--- src/rtl/fpnew_simd_lane_gather.sv ---
// Dispatches one FP operation to NumLanes lane units, collects their results in
// per-lane FIFOs so lanes may finish out of step, then packs and NaN-boxes the output word.
module fpnew_simd_lane_gather #(
    parameter int unsigned  Width         = 64,
    parameter int unsigned  FpWidth       = 32,
    parameter bit           EnableVectors = 1'b1,
    parameter int unsigned  Depth         = 2,
    parameter int unsigned  TagWidth      = 4,
    localparam int unsigned NumLanes      = EnableVectors ? Width / FpWidth : 1
) (
    input  logic                          clk_i,
    input  logic                          rst_ni,
    input  logic                          in_valid_i,
    output logic                          in_ready_o,
    input  logic                          vectorial_op_i,
    input  logic [NumLanes-1:0]           simd_mask_i,
    input  logic [TagWidth-1:0]           tag_i,
    input  logic                          flush_i,
    output logic [NumLanes-1:0]           lane_in_valid_o,
    input  logic [NumLanes-1:0]           lane_in_ready_i,
    input  logic [NumLanes-1:0]           lane_out_valid_i,
    output logic [NumLanes-1:0]           lane_out_ready_o,
    input  logic [NumLanes*FpWidth-1:0]   lane_result_i,
    input  logic [NumLanes*5-1:0]         lane_status_i,
    input  logic                          lane_ext_bit_i,
    output logic [Width-1:0]              result_o,
    output logic [4:0]                    status_o,
    output logic                          extension_bit_o,
    output logic [TagWidth-1:0]           tag_o,
    output logic                          out_valid_o,
    input  logic                          out_ready_i,
    output logic                          busy_o
);

    localparam int unsigned PtrW = (Depth > 1) ? $clog2(Depth) : 1;
    localparam int unsigned CntW = $clog2(Depth + 1);

    typedef logic [PtrW-1:0] ptr_t;
    typedef logic [CntW-1:0] cnt_t;

    function automatic ptr_t ptr_inc(input ptr_t p);
        ptr_t n;
        if (p == PtrW'(Depth - 1)) begin
            n = '0;
        end else begin
            n = p + PtrW'(1);
        end
        return n;
    endfunction

    function automatic cnt_t cnt_next(input cnt_t c, input logic push, input logic pop);
        cnt_t n;
        case ({push, pop})
            2'b10:   n = c + CntW'(1);
            2'b01:   n = c - CntW'(1);
            default: n = c;
        endcase
        return n;
    endfunction

    // Op FIFO storage: one entry per accepted operation.
    logic [TagWidth-1:0] op_tag_mem_r  [Depth];
    logic                op_vec_mem_r  [Depth];
    logic [NumLanes-1:0] op_mask_mem_r [Depth];
    ptr_t                op_wptr_r;
    ptr_t                op_rptr_r;
    cnt_t                op_cnt_r;

    // Per-lane result FIFOs; only lane 0 carries the extension bit.
    logic [FpWidth-1:0]  res_mem_r  [NumLanes][Depth];
    logic [4:0]          st_mem_r   [NumLanes][Depth];
    logic                ext_mem_r  [Depth];
    ptr_t                res_wptr_r [NumLanes];
    ptr_t                res_rptr_r [NumLanes];
    cnt_t                res_cnt_r  [NumLanes];

    logic [NumLanes-1:0] act_in_s;
    logic                op_full_s;
    logic                in_ready_s;
    logic                op_push_s;
    logic [NumLanes-1:0] lane_in_valid_s;
    logic [TagWidth-1:0] head_tag_s;
    logic                head_vec_s;
    logic [NumLanes-1:0] head_mask_s;
    logic                head_ext_s;
    logic [NumLanes-1:0] head_act_s;
    logic [NumLanes-1:0] res_nonempty_s;
    logic [NumLanes-1:0] lane_out_ready_s;
    logic [NumLanes-1:0] res_push_s;
    logic [NumLanes-1:0] res_pop_s;
    logic                out_valid_s;
    logic                pop_s;
    logic                busy_s;
    logic [Width-1:0]    result_s;
    logic [4:0]          status_s;

    // Atomic dispatch: every active lane must be ready before the op is accepted.
    always_comb begin
        act_in_s        = '0;
        for (int l = 0; l < NumLanes; l++) begin
            if (l == 32'sd0) begin
                act_in_s[l] = 1'b1;
            end else begin
                act_in_s[l] = vectorial_op_i & EnableVectors;
            end
        end
        op_full_s       = (op_cnt_r == CntW'(Depth));
        in_ready_s      = ~flush_i & ~op_full_s & (&(lane_in_ready_i | ~act_in_s));
        op_push_s       = in_valid_i & in_ready_s;
        lane_in_valid_s = act_in_s & {NumLanes{op_push_s}};
    end

    // Head-of-queue view, collection handshakes and output-side pop decision.
    always_comb begin
        head_tag_s       = op_tag_mem_r[op_rptr_r];
        head_vec_s       = op_vec_mem_r[op_rptr_r];
        head_mask_s      = op_mask_mem_r[op_rptr_r];
        head_ext_s       = ext_mem_r[res_rptr_r[0]];
        head_act_s       = '0;
        res_nonempty_s   = '0;
        lane_out_ready_s = '0;
        for (int l = 0; l < NumLanes; l++) begin
            if (l == 32'sd0) begin
                head_act_s[l] = 1'b1;
            end else begin
                head_act_s[l] = head_vec_s;
            end
            res_nonempty_s[l]   = (res_cnt_r[l] != '0);
            lane_out_ready_s[l] = (res_cnt_r[l] != CntW'(Depth)) & ~flush_i;
        end
        res_push_s  = lane_out_valid_i & lane_out_ready_s;
        out_valid_s = (op_cnt_r != '0) & (&(res_nonempty_s | ~head_act_s));
        pop_s       = out_valid_s & out_ready_i & ~flush_i;
        res_pop_s   = head_act_s & {NumLanes{pop_s}};
        busy_s      = (op_cnt_r != '0) | (|res_nonempty_s);
    end

    // Result packing: inactive slices and the unused top bits are boxed with the ext bit.
    always_comb begin
        result_s = {Width{head_ext_s}};
        status_s = 5'b00000;
        for (int l = 0; l < NumLanes; l++) begin
            if (head_act_s[l]) begin
                result_s[l*FpWidth +: FpWidth] = res_mem_r[l][res_rptr_r[l]];
                status_s = status_s | (st_mem_r[l][res_rptr_r[l]] & {5{head_mask_s[l]}});
            end else begin
                result_s[l*FpWidth +: FpWidth] = {FpWidth{head_ext_s}};
                status_s = status_s;
            end
        end
    end

    // Op FIFO: pointers, occupancy and entry storage.
    always_ff @(posedge clk_i or negedge rst_ni) begin
        if (!rst_ni) begin
            op_wptr_r <= '0;
            op_rptr_r <= '0;
            op_cnt_r  <= '0;
            for (int i = 0; i < Depth; i++) begin
                op_tag_mem_r[i]  <= '0;
                op_vec_mem_r[i]  <= 1'b0;
                op_mask_mem_r[i] <= '0;
            end
        end else if (flush_i) begin
            op_wptr_r <= '0;
            op_rptr_r <= '0;
            op_cnt_r  <= '0;
        end else begin
            if (op_push_s) begin
                op_tag_mem_r[op_wptr_r]  <= tag_i;
                op_vec_mem_r[op_wptr_r]  <= vectorial_op_i & EnableVectors;
                op_mask_mem_r[op_wptr_r] <= simd_mask_i;
                op_wptr_r                <= ptr_inc(op_wptr_r);
            end
            if (pop_s) begin
                op_rptr_r <= ptr_inc(op_rptr_r);
            end
            op_cnt_r <= cnt_next(op_cnt_r, op_push_s, pop_s);
        end
    end

    // Per-lane result FIFOs: each lane pushes independently, pops happen together.
    always_ff @(posedge clk_i or negedge rst_ni) begin
        if (!rst_ni) begin
            for (int l = 0; l < NumLanes; l++) begin
                res_wptr_r[l] <= '0;
                res_rptr_r[l] <= '0;
                res_cnt_r[l]  <= '0;
                for (int i = 0; i < Depth; i++) begin
                    res_mem_r[l][i] <= '0;
                    st_mem_r[l][i]  <= '0;
                end
            end
            for (int i = 0; i < Depth; i++) begin
                ext_mem_r[i] <= 1'b0;
            end
        end else if (flush_i) begin
            for (int l = 0; l < NumLanes; l++) begin
                res_wptr_r[l] <= '0;
                res_rptr_r[l] <= '0;
                res_cnt_r[l]  <= '0;
            end
        end else begin
            for (int l = 0; l < NumLanes; l++) begin
                if (res_push_s[l]) begin
                    res_mem_r[l][res_wptr_r[l]] <= lane_result_i[l*FpWidth +: FpWidth];
                    st_mem_r[l][res_wptr_r[l]]  <= lane_status_i[l*5 +: 5];
                    res_wptr_r[l]               <= ptr_inc(res_wptr_r[l]);
                end
                if (res_pop_s[l]) begin
                    res_rptr_r[l] <= ptr_inc(res_rptr_r[l]);
                end
                res_cnt_r[l] <= cnt_next(res_cnt_r[l], res_push_s[l], res_pop_s[l]);
            end
            if (res_push_s[0]) begin
                ext_mem_r[res_wptr_r[0]] <= lane_ext_bit_i;
            end
        end
    end

    assign in_ready_o       = in_ready_s;
    assign lane_in_valid_o  = lane_in_valid_s;
    assign lane_out_ready_o = lane_out_ready_s;
    assign result_o         = result_s;
    assign status_o         = status_s;
    assign extension_bit_o  = head_ext_s;
    assign tag_o            = head_tag_s;
    assign out_valid_o      = out_valid_s;
    assign busy_o           = busy_s;

endmodule

--- config.mk ---
export PLATFORM = sky130hd
export DESIGN_NAME = fpnew_simd_lane_gather
export DESIGN_NICKNAME = d
export VERILOG_FILES = /design/src/rtl/fpnew_simd_lane_gather.sv
export SDC_FILE = /design/constraint.sdc
export NUM_CORES = 1
export LEC_CHECK = 0
export CAP_MARGIN = 40
export CORE_UTILIZATION = 25
export CTS_CLUSTER_SIZE = 20
export DETAILED_ROUTE_END_ITERATION = 10
export GPL_TIMING_DRIVEN = 0
export PLACE_DENSITY = 0.51
export SLEW_MARGIN = 0
export SYNTH_ARGS = -nofsm -noshare
export SYNTH_HDL_FRONTEND = slang
export SYNTH_SLANG_ARGS = --single-unit
--- constraint.sdc ---
create_clock -name clk_i -period 1.9 [get_ports clk_i]
set_input_delay 0.38 -clock clk_i [delete_from_list [all_inputs] [get_ports clk_i]]
set_output_delay 0.38 -clock clk_i [all_outputs]
set_load 0.1 [all_outputs]
; Word-level counts from Yosys, hierarchy flattened
; Index checks and enable logic that the tools add are counted.
[op_classes]
addsub = 12
n_eq_ne = 9
order_cmp = 9
n_mux = 71
reduce_logical = 21
n_bitwise = 27
[op_table]
columns = operator, count
row1 = 32-bit 2-to-1 mux, 9
row2 = 64-bit bitwise mux, 2
row3 = 32-bit demux with 1-bit select, 2
row4 = 5-bit 2-to-1 mux, 9
row5 = 1-bit 2-to-1 mux, 22
row6 = 10-bit bitwise mux, 2
row7 = 4-bit 2-to-1 mux, 5
row8 = 2-bit nonzero test, 9
row9 = 2-bit 2-to-1 mux, 7
row10 = "2-bit >= comparator, second input constant", 6
row11 = 1-bit NOT with 2-bit output, 6
row12 = 2-bit case mux with 2 select lines, 3
row13 = 5-bit AND, 2
row14 = 5-bit demux with 1-bit select, 2
row15 = 2-bit AND reduction, 5
row16 = 3-bit nonzero test, 3
row17 = 1-bit AND, 8
row18 = 8-bit bitwise mux, 1
row19 = "2-bit equality test, second input constant", 4
row20 = "1-bit adder, second input constant", 6
row21 = "2-bit by 1-bit adder with 2-bit output, second input constant", 3
row22 = 2-bit AND, 3
row23 = "2-bit by 1-bit equality test with 1-bit output, second input constant", 3
row24 = "2-bit by 1-bit less-than comparator with 1-bit output, second input constant", 3
row25 = 14 further kinds, 24
[totals]
elab_cells = 174
out_inout_bits = 81
input_bits = 91
register_bits = 176

; Logic depth before layout (Yosys ltp)
; Gate-level depths: netlist (run 1).
[depth]
depth_word = 14
depth_mapped = 7
ltp_nobuf = 6

; Least setup slack after synthesis (run 1)
; No wires, ideal clock.
[synth_path]
path_type = register to output
start = register res_rptr_r[1] (netlist bit)
end = output result_o[32]
required_ns = 1.520
path_slack_ns = -1.307
stages_incl_launch_ff = 5
t_arrival_ns = 2.827
path_buffers = 1
path_cell_list = dfrtp_1 mux2_2 nor2_1 clkbuf_1 a21oi_1
[synth_via]
elab_chain_cells = 5
[synth_lines]
columns = element, line_no
row1 = start: declaration, 74  ; ptr_t res_rptr_r [NumLanes];
row2 = start signal: indexed assignment, 211  ; res_rptr_r[l] <= ptr_inc(res_rptr_r[l]);
row3 = 1-bit NOT with 2-bit output (implied by the code), 118  ; head_ext_s = ext_mem_r[res_rptr_r[0]];
row4 = 1-bit 2-to-1 mux (implied by the code) (3 in a row), 118
row5 = named net extension_bit_o, 28  ; output logic extension_bit_o,
row6 = 32-bit 2-to-1 mux, 143  ; if (head_act_s[l]) begin
row7 = end: declaration, 26  ; output logic [Width-1:0] result_o,
; The timed path passes the listed nets, and every way through them passes these cells. The select of a mux whose other input is x is not followed.

; Final worst setup path (run 1)
[layout_path]
start = register res_rptr_r[1] (netlist bit)
end = output result_o[62]
[layout_via]
elab_chain_cells = 5
[layout_lines]
columns = element, line_no
row1 = 1-bit NOT with 2-bit output (implied by the code), 118
row2 = 1-bit 2-to-1 mux (implied by the code) (3 in a row), 118
row3 = 32-bit 2-to-1 mux, 143
; Every way passes these cells. The select of a mux whose other input is x is not followed.

==> results of run 1 <==
[per-layer routing]
layer,GRT usage,share of wire,vias up,wire (microns)
li1,-,-,2541,-
met1,0.185,0.47,2810,10300
met2,0.226,0.48,111,10600
met3,0.0303,0.038,13,838
met4,0.0349,0.0072,4,157
met5,0,0.0015,-,32
[placed cells by master (no fill, tap or decap), types with 2 or more instances in the layout]
master / instances
xnor2_1: 9
o22ai_4: 5
clkinvlp_4: 3
a21oi_4: 34
clkbuf_16: 27
mux2i_2: 8
diode_2: 2
nor2_1: 9
buf_16: 22
clkinv_8: 2
nor2b_4: 2
buf_12: 65
nor4_4: 2
inv_1: 4
a211oi_4: 2
nand2_2: 2
mux2_4: 26
clkdlybuf4s50_1: 91
a21oi_1: 5
nand2b_1: 2
dfrtp_1: 169
mux2_2: 178
buf_6: 31
clkinv_4: 3
buf_4: 33
nor2_4: 4
buf_8: 8
dfrtp_2: 7
inv_8: 5
clkbuf_1: 2
nand2_1: 6
mux2i_1: 36
o21ai_0: 3
buf_2: 4
clkbuf_8: 2
[critical path, cell delays in order, from the launching register on]
cell and delay [ns]:
dfrtp_2 0.45, buf_6 0.13, mux2_4 0.33, nor2_4 0.11, buf_12 0.16, clkbuf_16 0.17, a21oi_4 0.05, clkbuf_16 0.21
[timing repair]
item,4_1_cts,5_1_grt
pin swaps,13,9
resized for setup,161,25
gates cloned,7,2
endpoints found under the hold margin,79,0
endpoints found under the setup margin,166,112
hold buffers,1,0
setup buffers,36,14
[logic make-up (layout without fill, tap and decap cells)]
| family | count (synthesis) | after routing |
|---|---|---|
| other | 0 | 2 |
| multiplexers | 248 | 248 |
| buffers and inverters | 39 | 307 |
| flip-flops | 176 | 176 |
| AND/OR/NAND/NOR | 38 | 38 |
| XOR/XNOR | 10 | 10 |
| AO/OA/AOI/OAI | 54 | 54 |
[path summary, 6_finish.rpt]
check / cells after the start / slack [ns] / to / startpoint
worst min register to register: 1 / 0.50 / res_mem_r[73] / res_mem_r[73]
min in group asynchronous: 2 / 0.50 / res_mem_r[51] / rst_ni
worst max-delay path: 7 / -0.52 / result_o[62] / res_rptr_r[1]
worst min-delay path: 2 / 0.42 / res_cnt_r[3] / flush_i
worst max register to register: 4 / 0.07 / res_mem_r[97] / res_cnt_r[3]
max in group asynchronous: 3 / 0.43 / res_rptr_r[1] / rst_ni
[metrics by stage]
step / util / cell area [sq um]
final: 0.433 / 13400
after CTS: 0.427 / 13200
after floorplan: - / 8560
after detailed placement: 0.397 / 12300
after global placement: 0.348 / 10800
after global routing: 0.433 / 13400
[where the power goes]
part | internal, mW | total (mW) | switching [mW]
Clock | 1.75 | 3.46 | 1.71
Sequential | 4.79 | 5.33 | 0.538
Combinational | 4.58 | 10.8 | 6.18
Total | 11.1 | 19.6 | 8.43
[cell type report]
| type | instances | area (sq um) | share of cell area |
|---|---|---|---|
| inverters | 5 | 18.8 | 0.00140 |
| flip-flops and latches | 176 | 4410 | 0.330 |
| plain buffers | 32 | 462 | 0.0345 |
| clock buffers | 18 | 429 | 0.0320 |
| repair buffers | 238 | 3400 | 0.254 |
| clock inverters | 14 | 146 | 0.0109 |
| diodes | 2 | 5.00 | 0.000374 |
| multi-input cells | 350 | 4020 | 0.300 |
| well taps | 396 | 495 | 0.0370 |
[flip-flops by register name, indices dropped and copies added, names as in the netlist, 2 cells and up]
register,cells
res_rptr_r,2
res_cnt_r,4
op_mask_mem_r,4
op_tag_mem_r,8
op_vec_mem_r,2
st_mem_r,20
op_cnt_r,2
res_wptr_r,2
res_mem_r,128
ext_mem_r,2
==> flow_metrics.py, run 1 <==
metrics = {
    "layout": {
        "layout-drive-gt1-share": 0.582,
        "syn_to_final_growth_pct": 68.3,
        "fillers": 2820,
        "fin_nets": 911,
        "fin_cells": 1231,
    },
    "logic_synthesis": {
        "yosys.area.top_type_share": 0.554,
        "synth-edff-count": 0,
        "synth_xor_area_frac": 0.0110,
        "synthFlopType": "dfrtp_1",
        "synthTopCellsByArea": "dfrtp_1 55%, mux2_2 29%, mux2i_1 5.5%",
        "synth-compound-area-share": 0.0398,
        "yosys.area_share.simple": 0.0236,
        "syn_area_sq_mm": 0.00796,
        "synth_cell_types": 33,
        "synth_top_cell_by_area": "dfrtp_1",
        "synthTopCellsByCount": "203 x mux2_2, 176 x dfrtp_1, 44 x mux2i_1, 39 x a21oi_1, 13 x nor2_1",
        "post-synth-top-count-cell": "mux2_2",
        "synth_warnings": 0,
        "synth_seq_cells": 176,
        "synth_cells": 565,
        "syn_area_per_cell_sq_um": 14.1,
        "synth_top_family_by_area": "multiplexers",
        "synth_nets": 656,
        "synthMuxAreaShare": 0.345,
        "synth-adder-area-share": 0,
        "seq_area_frac_synth": 0.554,
        "async_reset_ff_frac": 1.00,
    },
    "sta": {
        "max_slew_margin": 0.562,
        "setup_viol": 74,
        "grt_setup_unrepaired": "true",
        "fin_skew_ns": 0.0108,
        "final.setup.worst_slack_ns": -0.518,
        "drv_slew": 0,
        "finalHoldViolations": 0,
        "tns_ns": -30.63,
        "period_share": 1.27,
        "tightest_slew_ns": 0.657,
        "fmax_mhz": 414,
        "hold_ws_ns": 0.416,
        "min_period_ns": 2.42,
    },
    "clocking": {
        "clk_pin_slew_worst_paths_ns": 0.08,
        "cts_buffer_depth": 2,
        "clkLatencyLatePin_ns": 0.42,
        "cts-buffers-inserted": 17,
        "htreeDepth": 4,
        "root_buffer": "clkbuf_16",
        "cts_tree": "done",
        "cts.sinks": 176,
    },
    "global_routing": {
        "grtUsageTotal": 0.138,
        "grt_overflow": 0,
        "grt_pass1_wl_mm": 35.1,
        "grt_pass1_vias": 6023,
        "antenna_found_initial": 3,
        "grt_max_degree": 98,
    },
    "drt": {
        "via_count": 5479,
        "vias_per_cell": 4.45,
        "wl_per_cell_microns": 17.8,
        "drt-total-wl_mm": 21.9,
        "dr.first_iter.drc_count": 163,
        "first_pass_iters": 4,
        "drc_errors": 0,
        "ant_nets": 0,
    },
    "critical_path": {
        "arrival_ns": 2.04,
        "startpoint_type": "flip-flop",
        "crit_required_ns": 1.52,
        "path_class": "reg -> out",
        "crit_path_end_kind": "output port",
        "crit_fanout": 8,
    },
    "die": {
        "die_area_sq_mm": 0.0325,
        "core_area_sq_mm": 0.0309,
        "initial_core_util": 0.257,
        "die_h_microns": 180,
        "ios": 172,
        "die_w_microns": 180,
        "fp-row-count": 64,
    },
    "power": {
        "p_per_area_mw_per_mm2": 1460,
        "irDropWorstVdd_v": 0.00116,
        "total_power_mw": 19.6,
        "power_leakage_nw": 5.49,
    },
    "outcome": {
        "status": "finished, violations left",
        "failed_checks": "negative setup slack",
    },
    "place": {
        "place_inst": 1215,
        "routabilityCongestion": 0.689,
        "hpwlAfterDp_mm": 14.7,
        "port_buffers": 170,
        "place_ws_ns": -1.08,
    },
    "flow_run": {
        "drv_cap": 0,
    },
    "min_path": {
        "hold_class": "in -> reg",
    },
}
No activity file was read; power rests on OpenSTA's default activity.
==> inputs of run 2 (changes only) <==
DONT_BUFFER_PORTS = 1   (was unset)
GPL_TIMING_DRIVEN = 1   (was 0)
PLACE_DENSITY = 0.44   (was 0.51)
==> run 2 against run 1 <==
  * The run ends with negative hold slack, negative setup slack left
  * Worst setup slack better by 0.17 ns
  * Core utilization fell by 4.3 points
  * Die area did not move
  * Register-to-register slack worse by 0.30 ns
  * Via count fell by 7.4%
  * Largest power group unchanged
  * Highest routed layer is now met4
==> flow_metrics.py, run 2 (synthesized netlist as in run 1, its figures left out) <==
metrics = {
    "outcome": {
        "status": "finished, violations left",
        "failed_checks": "negative hold slack, negative setup slack",
    },
    "power": {
        "p_sw_frac": 0.423,
        "power_frac_clock": 0.183,
        "p_int_mw": 10.9,
        "p_sw_mw": 8.00,
        "p_per_area_mw_per_mm2": 1570,
        "pwr-share-seq": 0.283,
        "irDropWorstVdd_v": 0.00105,
        "power_leakage_nw": 4.89,
        "p_comb_frac": 0.534,
    },
    "die": {
        "die_h_microns": 180,
        "initial_core_util": 0.257,
        "ios": 172,
        "core_area_sq_mm": 0.0309,
        "die_area_sq_mm": 0.0325,
        "die_w_microns": 180,
        "fp-row-count": 64,
    },
    "critical_path": {
        "slowest_delay_ns": 0.41,
        "crit_path_end_kind": "output port",
        "crit_path_start": "res_rptr_r[1]",
        "path_common_cell": "buf_12",
        "crit_slowest_cell": "dfrtp_2",
        "crit_fanout": 5,
        "cp_cell_sequence": "buf_4, buf_12, buf_12, buf_16, mux2_4, buf_12",
        "rr_worst_depth": 9,
        "startpoint_type": "flip-flop",
        "crit_required_ns": 1.52,
        "r2r-start": "op_rptr_r",
        "arrival_ns": 1.87,
        "path_class": "reg -> out",
    },
    "flow_run": {
        "drv_cap": 0,
    },
    "sta": {
        "tightest_slew_ns": 0.532,
        "drv_slew": 0,
        "fin_skew_ns": 0.0122,
        "grt_setup_unrepaired": "true",
        "finalHoldViolations": 176,
        "fmax_mhz": 444,
        "max_slew_margin": 0.645,
        "period_share": 1.19,
        "min_period_ns": 2.25,
        "final.setup.worst_slack_ns": -0.352,
        "hold_ws_ns": -0.357,
        "setup_viol": 83,
    },
    "layout": {
        "top_register": "res_mem_r",
        "layout_commonest_cell": "mux2_2",
        "final_util": 0.391,
        "fin_nets": 790,
        "top_regs": "res_mem_r (128), st_mem_r (20), op_tag_mem_r (8)",
        "syn_to_final_growth_pct": 51.8,
        "layout-drive-gt1-share": 0.642,
        "largest_reg_flops": 128,
        "final_cell_mix": "182 x mux2_2, 172 x dfrtp_1, 83 x buf_12",
    },
    "place": {
        "port_buffers": 0,
        "place_ws_ns": 0.0512,
        "hpwlAfterDp_mm": 13.8,
        "routabilityCongestion": 0.726,
    },
    "global_routing": {
        "grt_max_degree": 177,
        "grt_pass1_wl_mm": 34.0,
        "grt_pass1_vias": 5693,
        "antenna_found_initial": 0,
        "grt_overflow": 0,
        "grtUsageTotal": 0.137,
    },
    "drt": {
        "drt-total-wl_mm": 21.6,
        "dr.first_iter.drc_count": 174,
        "vias_per_cell": 4.59,
        "via_count": 5072,
        "ant_nets": 0,
        "wl_per_cell_microns": 19.5,
        "first_pass_iters": 4,
        "drc_errors": 0,
    },
    "clocking": {
        "clk_pin_slew_worst_paths_ns": 0.07,
        "htreeDepth": 4,
        "cts_tree": "done",
        "cts-buffers-inserted": 17,
        "cts_buffer_depth": 2,
        "clkLatencyLatePin_ns": 0.43,
        "cts.sinks": 176,
        "root_buffer": "clkbuf_16",
    },
    "min_path": {
        "hold_class": "in -> async",
    },
}
-- run 2: cell types whose count changed in the layout (fill, tap and decap cells not counted), moves of 5 or more --
cell / previous run / this run
buf_12: 65 / 83
buf_16: 22 / 13
buf_6: 31 / 15
buf_8: 8 / 1
clkbuf_16: 27 / 19
clkdlybuf4s50_1: 91 / 0
inv_8: 5 / 0
-- run 2: critical path, delay by kind of cell (launching register included) --
kind	cells	cell delay, ns
buffers and inverters	5	0.73
flip-flops	1	0.41
multiplexers	1	0.31
-- run 2: per-stage QoR --
step                instance area, sq um  hold slack (ns)  std cells  TNS [ns]  total power, mW
global route                       12100           -0.389       1105    -28.58             19.7
detailed placement                 10500           0.0886       1031         0             14.8
floorplan                           8560           0.0844        565     -8.15             12.0
CTS                                11800           -0.384       1094    -23.64             19.0
global placement                   10500           0.0888       1031         0             14.6
finish                             12100           -0.357       1106    -22.94             18.9
-- run 2: per-layer routing --
layer  part of all wire  vias to the layer above  wire length [microns]  track usage
met2               0.51                      115                  11100        0.236
met4              0.013                        0                    283       0.0417
met5                  0                        -                      0            0
met1               0.41                     2646                   8770        0.158
li1                   -                     2294                      -            -
met3              0.068                       17                   1470       0.0511
-- run 2: what timing repair did --
item | in CTS | in global routing
cloned | 11 | 2
buffers inserted | 23 | 10
setup endpoints to repair | 77 | 86
hold buffers | 1 | 1
resized for setup | 60 | 28
pin swaps | 21 | 12
hold endpoints to repair | 184 | 177
-- run 2: power by group through the flow --
stage	logic [mW]	registers [mW]	clock network [mW]
final	10.1	5.35	3.47
after floorplan	6.77	5.21	0
after CTS	10.0	5.34	3.63
after detailed placement	9.41	5.39	0
after global routing	10.4	5.49	3.77
after global placement	9.31	5.29	0
-- run 2: worst paths after layout --
check                            endpoint  slack [ns]
max                          result_o[28]       -0.35
min                        res_mem_r[117]       -0.36
max reg2reg                   op_cnt_r[1]       -0.23
min reg2reg                 res_mem_r[78]        0.50
max in group asynchronous   res_mem_r[28]        2.02
min in group clk_i           res_cnt_r[3]        0.06
-- run 2: area by class of cell --
type | count | area (sq um)
Timing Repair Buffer | 149 | 2520
Multi-Input combinational cell | 350 | 4050
Fill cell | 2847 | 18800
Clock buffer | 21 | 470
Sequential cell | 176 | 4410
Inverter | 5 | 18.8
Clock inverter | 8 | 109
Tap cell | 396 | 495
Antenna cell | 1 | 2.50
==> inputs of run 3 (changes only) <==
--- a/config.mk
+++ b/config.mk
@@ -8,9 +8,9 @@
 export CAP_MARGIN = 40
 export CORE_UTILIZATION = 25
+export CTS_CLUSTER_DIAMETER = 40
 export CTS_CLUSTER_SIZE = 20
 export DETAILED_ROUTE_END_ITERATION = 10
-export DONT_BUFFER_PORTS = 1
 export GPL_TIMING_DRIVEN = 1
-export PLACE_DENSITY = 0.44
+export PLACE_DENSITY = 0.51
 export SLEW_MARGIN = 0
 export SYNTH_ARGS = -nofsm -noshare
==> constraint.sdc (replaced) <==
create_clock -name clk_i -period 1.9 [get_ports clk_i]
set_input_delay 0.38 -clock clk_i [delete_from_list [all_inputs] [get_ports clk_i]]
set_output_delay 0.38 -clock clk_i [all_outputs]
set_load 0.05 [all_outputs]
==> run 3 against run 2 <==
  * The flow finishes with violations (negative setup slack)
  * Wire length is 2.1% lower
  * Power shrank 12%
  * Clock skew is 0.00078 ns higher
  * Design area up 4.7%
  * Core utilization rose by 1.8 points
  * Hold slack improved by 0.69 ns
==> flow_metrics.py, run 3 (synthesized netlist as in run 1, its figures left out) <==
metrics = {
    "power": {
        "irDropWorstVdd_v": 0.000891,
        "power_leakage_nw": 5.18,
        "p_per_area_mw_per_mm2": 1310,
        "total_power_mw": 16.6,
    },
    "die": {
        "die_w_microns": 180,
        "initial_core_util": 0.257,
        "die_area_sq_mm": 0.0325,
        "core_area_sq_mm": 0.0309,
        "fp-row-count": 64,
        "ios": 172,
        "die_h_microns": 180,
    },
    "clocking": {
        "cts.sinks": 176,
        "clkLatencyLatePin_ns": 0.43,
        "cts_buffer_depth": 2,
        "clk_pin_slew_worst_paths_ns": 0.07,
        "root_buffer": "clkbuf_16",
        "cts-buffers-inserted": 17,
        "cts_tree": "done",
        "htreeDepth": 4,
    },
    "layout": {
        "largest_reg_flops": 128,
        "fin_nets": 896,
        "top_regs": "res_mem_r (128), st_mem_r (20), op_tag_mem_r (8)",
        "layout-drive-gt1-share": 0.570,
        "top_register": "res_mem_r",
        "final_cell_mix": "183 x mux2_2, 168 x dfrtp_1, 86 x clkdlybuf4s50_1",
        "syn_to_final_growth_pct": 58.9,
        "antenna_cells": 0,
        "layout_commonest_cell": "mux2_2",
    },
    "critical_path": {
        "arrival_ns": 1.86,
        "path_buf_inv": 3,
        "path_class": "reg -> out",
        "crit_path_end": "result_o[38]",
        "cp_cell_sequence": "mux2_4, nor2_4, buf_12, clkbuf_16, a21oi_4, buf_12",
        "r2r-start": "op_rptr_r",
        "path_common_cell": "buf_12",
        "reg2reg_to": "res_rptr_r[0]",
        "reg2reg_slack_ns": -0.05,
        "crit_family": "buffers and inverters",
        "crit_required_ns": 1.52,
        "cp_num_cells": 6,
        "crit_path_start": "res_rptr_r[1]",
        "crit_path_end_kind": "output port",
        "rr_worst_depth": 7,
        "crit_fanout": 6,
        "crit_slowest_cell": "dfrtp_2",
        "startpoint_type": "flip-flop",
        "slowest_delay_ns": 0.42,
    },
    "global_routing": {
        "grt_max_degree": 62,
        "grt_pass1_wl_mm": 34.1,
        "grt_overflow": 0,
        "antenna_found_initial": 0,
        "grt_pass1_vias": 6061,
        "grtUsageTotal": 0.134,
    },
    "sta": {
        "max_slew_margin": 0.673,
        "fmax_mhz": 447,
        "tightest_slew_ns": 0.490,
        "drv_slew": 0,
        "grt_setup_unrepaired": "true",
        "final.setup.worst_slack_ns": -0.337,
        "setup_viol": 77,
        "period_share": 1.18,
        "hold_ws_ns": 0.337,
        "finalHoldViolations": 0,
        "fin_skew_ns": 0.0130,
        "min_period_ns": 2.24,
    },
    "drt": {
        "drt-total-wl_mm": 21.1,
        "drc_errors": 0,
        "first_pass_iters": 4,
        "dr.first_iter.drc_count": 123,
        "ant_nets": 0,
        "via_count": 5448,
        "vias_per_cell": 4.49,
        "wl_per_cell_microns": 17.4,
    },
    "min_path": {
        "hold_class": "in -> async",
    },
    "place": {
        "place_ws_ns": -0.374,
        "routabilityCongestion": 0.708,
        "hpwlAfterDp_mm": 14.3,
        "port_buffers": 171,
    },
    "outcome": {
        "failed_checks": "negative setup slack",
        "status": "finished, violations left",
    },
    "flow_run": {
        "drv_cap": 0,
    },
}
==> run 3: changes by cell type in the layout (fill, tap and decap cells not counted), sizes merged, moves of 2 or more <==
cell,before,now
clkbuf,23,21
dlygate4sd2,0,2
bufinv,2,4
inv,5,10
buf,145,162
clkdlybuf4s50,0,86
==> run 3: through the flow <==
stage | util | cell area (sq um) | std cells | setup TNS (ns)
global placement | 0.357 | 11000 | 1146 | -39.58
CTS | 0.400 | 12400 | 1203 | -20.56
detailed placement | 0.357 | 11000 | 1146 | -39.47
floorplan | - | 8490 | 565 | -0.0320
finish | 0.409 | 12600 | 1213 | -18.25
global route | 0.409 | 12600 | 1213 | -24.06
==> run 3: routing by layer <==
| metal | wire [microns] | GRT usage | up-vias |
|---|---|---|---|
| met5 | 0 | 0 | - |
| met4 | 115 | 0.0267 | 0 |
| met3 | 1200 | 0.0418 | 7 |
| met2 | 10400 | 0.231 | 135 |
| met1 | 9380 | 0.165 | 2801 |
| li1 | - | - | 2505 |
==> run 3: worst reg2reg max path: stages, from the launching register on <==
cell,delay [ns]
dfrtp_1,0.39
mux2_4,0.35
buf_12,0.17
buf_6,0.14
a211oi_4,0.38
nand2_1,0.17
xor2_1,0.17
nor2_1,0.11
==> run 3: final cells by class <==
type                       instances  area (sq um)
clock inverter                    13           201
timing repair buffer             255          3130
sequential                       176          4410
fill                            2846         18300
inverter                           5          18.8
clock buffer                      18           429
tap                              396           495
multi-input combinational        350          3950
==> run 3: timing repair <==
item / CTS / global route
setup buffers: 23 / 12
resized for setup: 113 / 39
endpoints found under the setup margin: 80 / 113
hold endpoints to repair: 6 / 0
pin swaps: 3 / 8
gates cloned: 4 / 3
hold buffers: 1 / 0
==> run 3: power breakdown <==
group / leakage (nW) / switching, mW / total (mW) / internal, mW
sequential: 2.11 / 0.537 / 5.33 / 4.80
clock: 0.301 / 1.57 / 3.80 / 2.23
combinational: 2.77 / 3.88 / 7.45 / 3.57
total: 5.18 / 5.99 / 16.6 / 10.6
==> run 3: how the worst min path moves through the flow <==
stage                      to  slack, ns  cells past startpoint
2_1_floorplan    ext_mem_r[0]       0.08                      0
4_1_cts         res_mem_r[64]       0.32                      2
3_5_place_dp    res_mem_r[64]       0.20                      1
6_report       res_mem_r[117]       0.34                      2
3_3_place_gp   res_mem_r[117]       0.20                      1
5_1_grt         res_mem_r[64]       0.32                      2
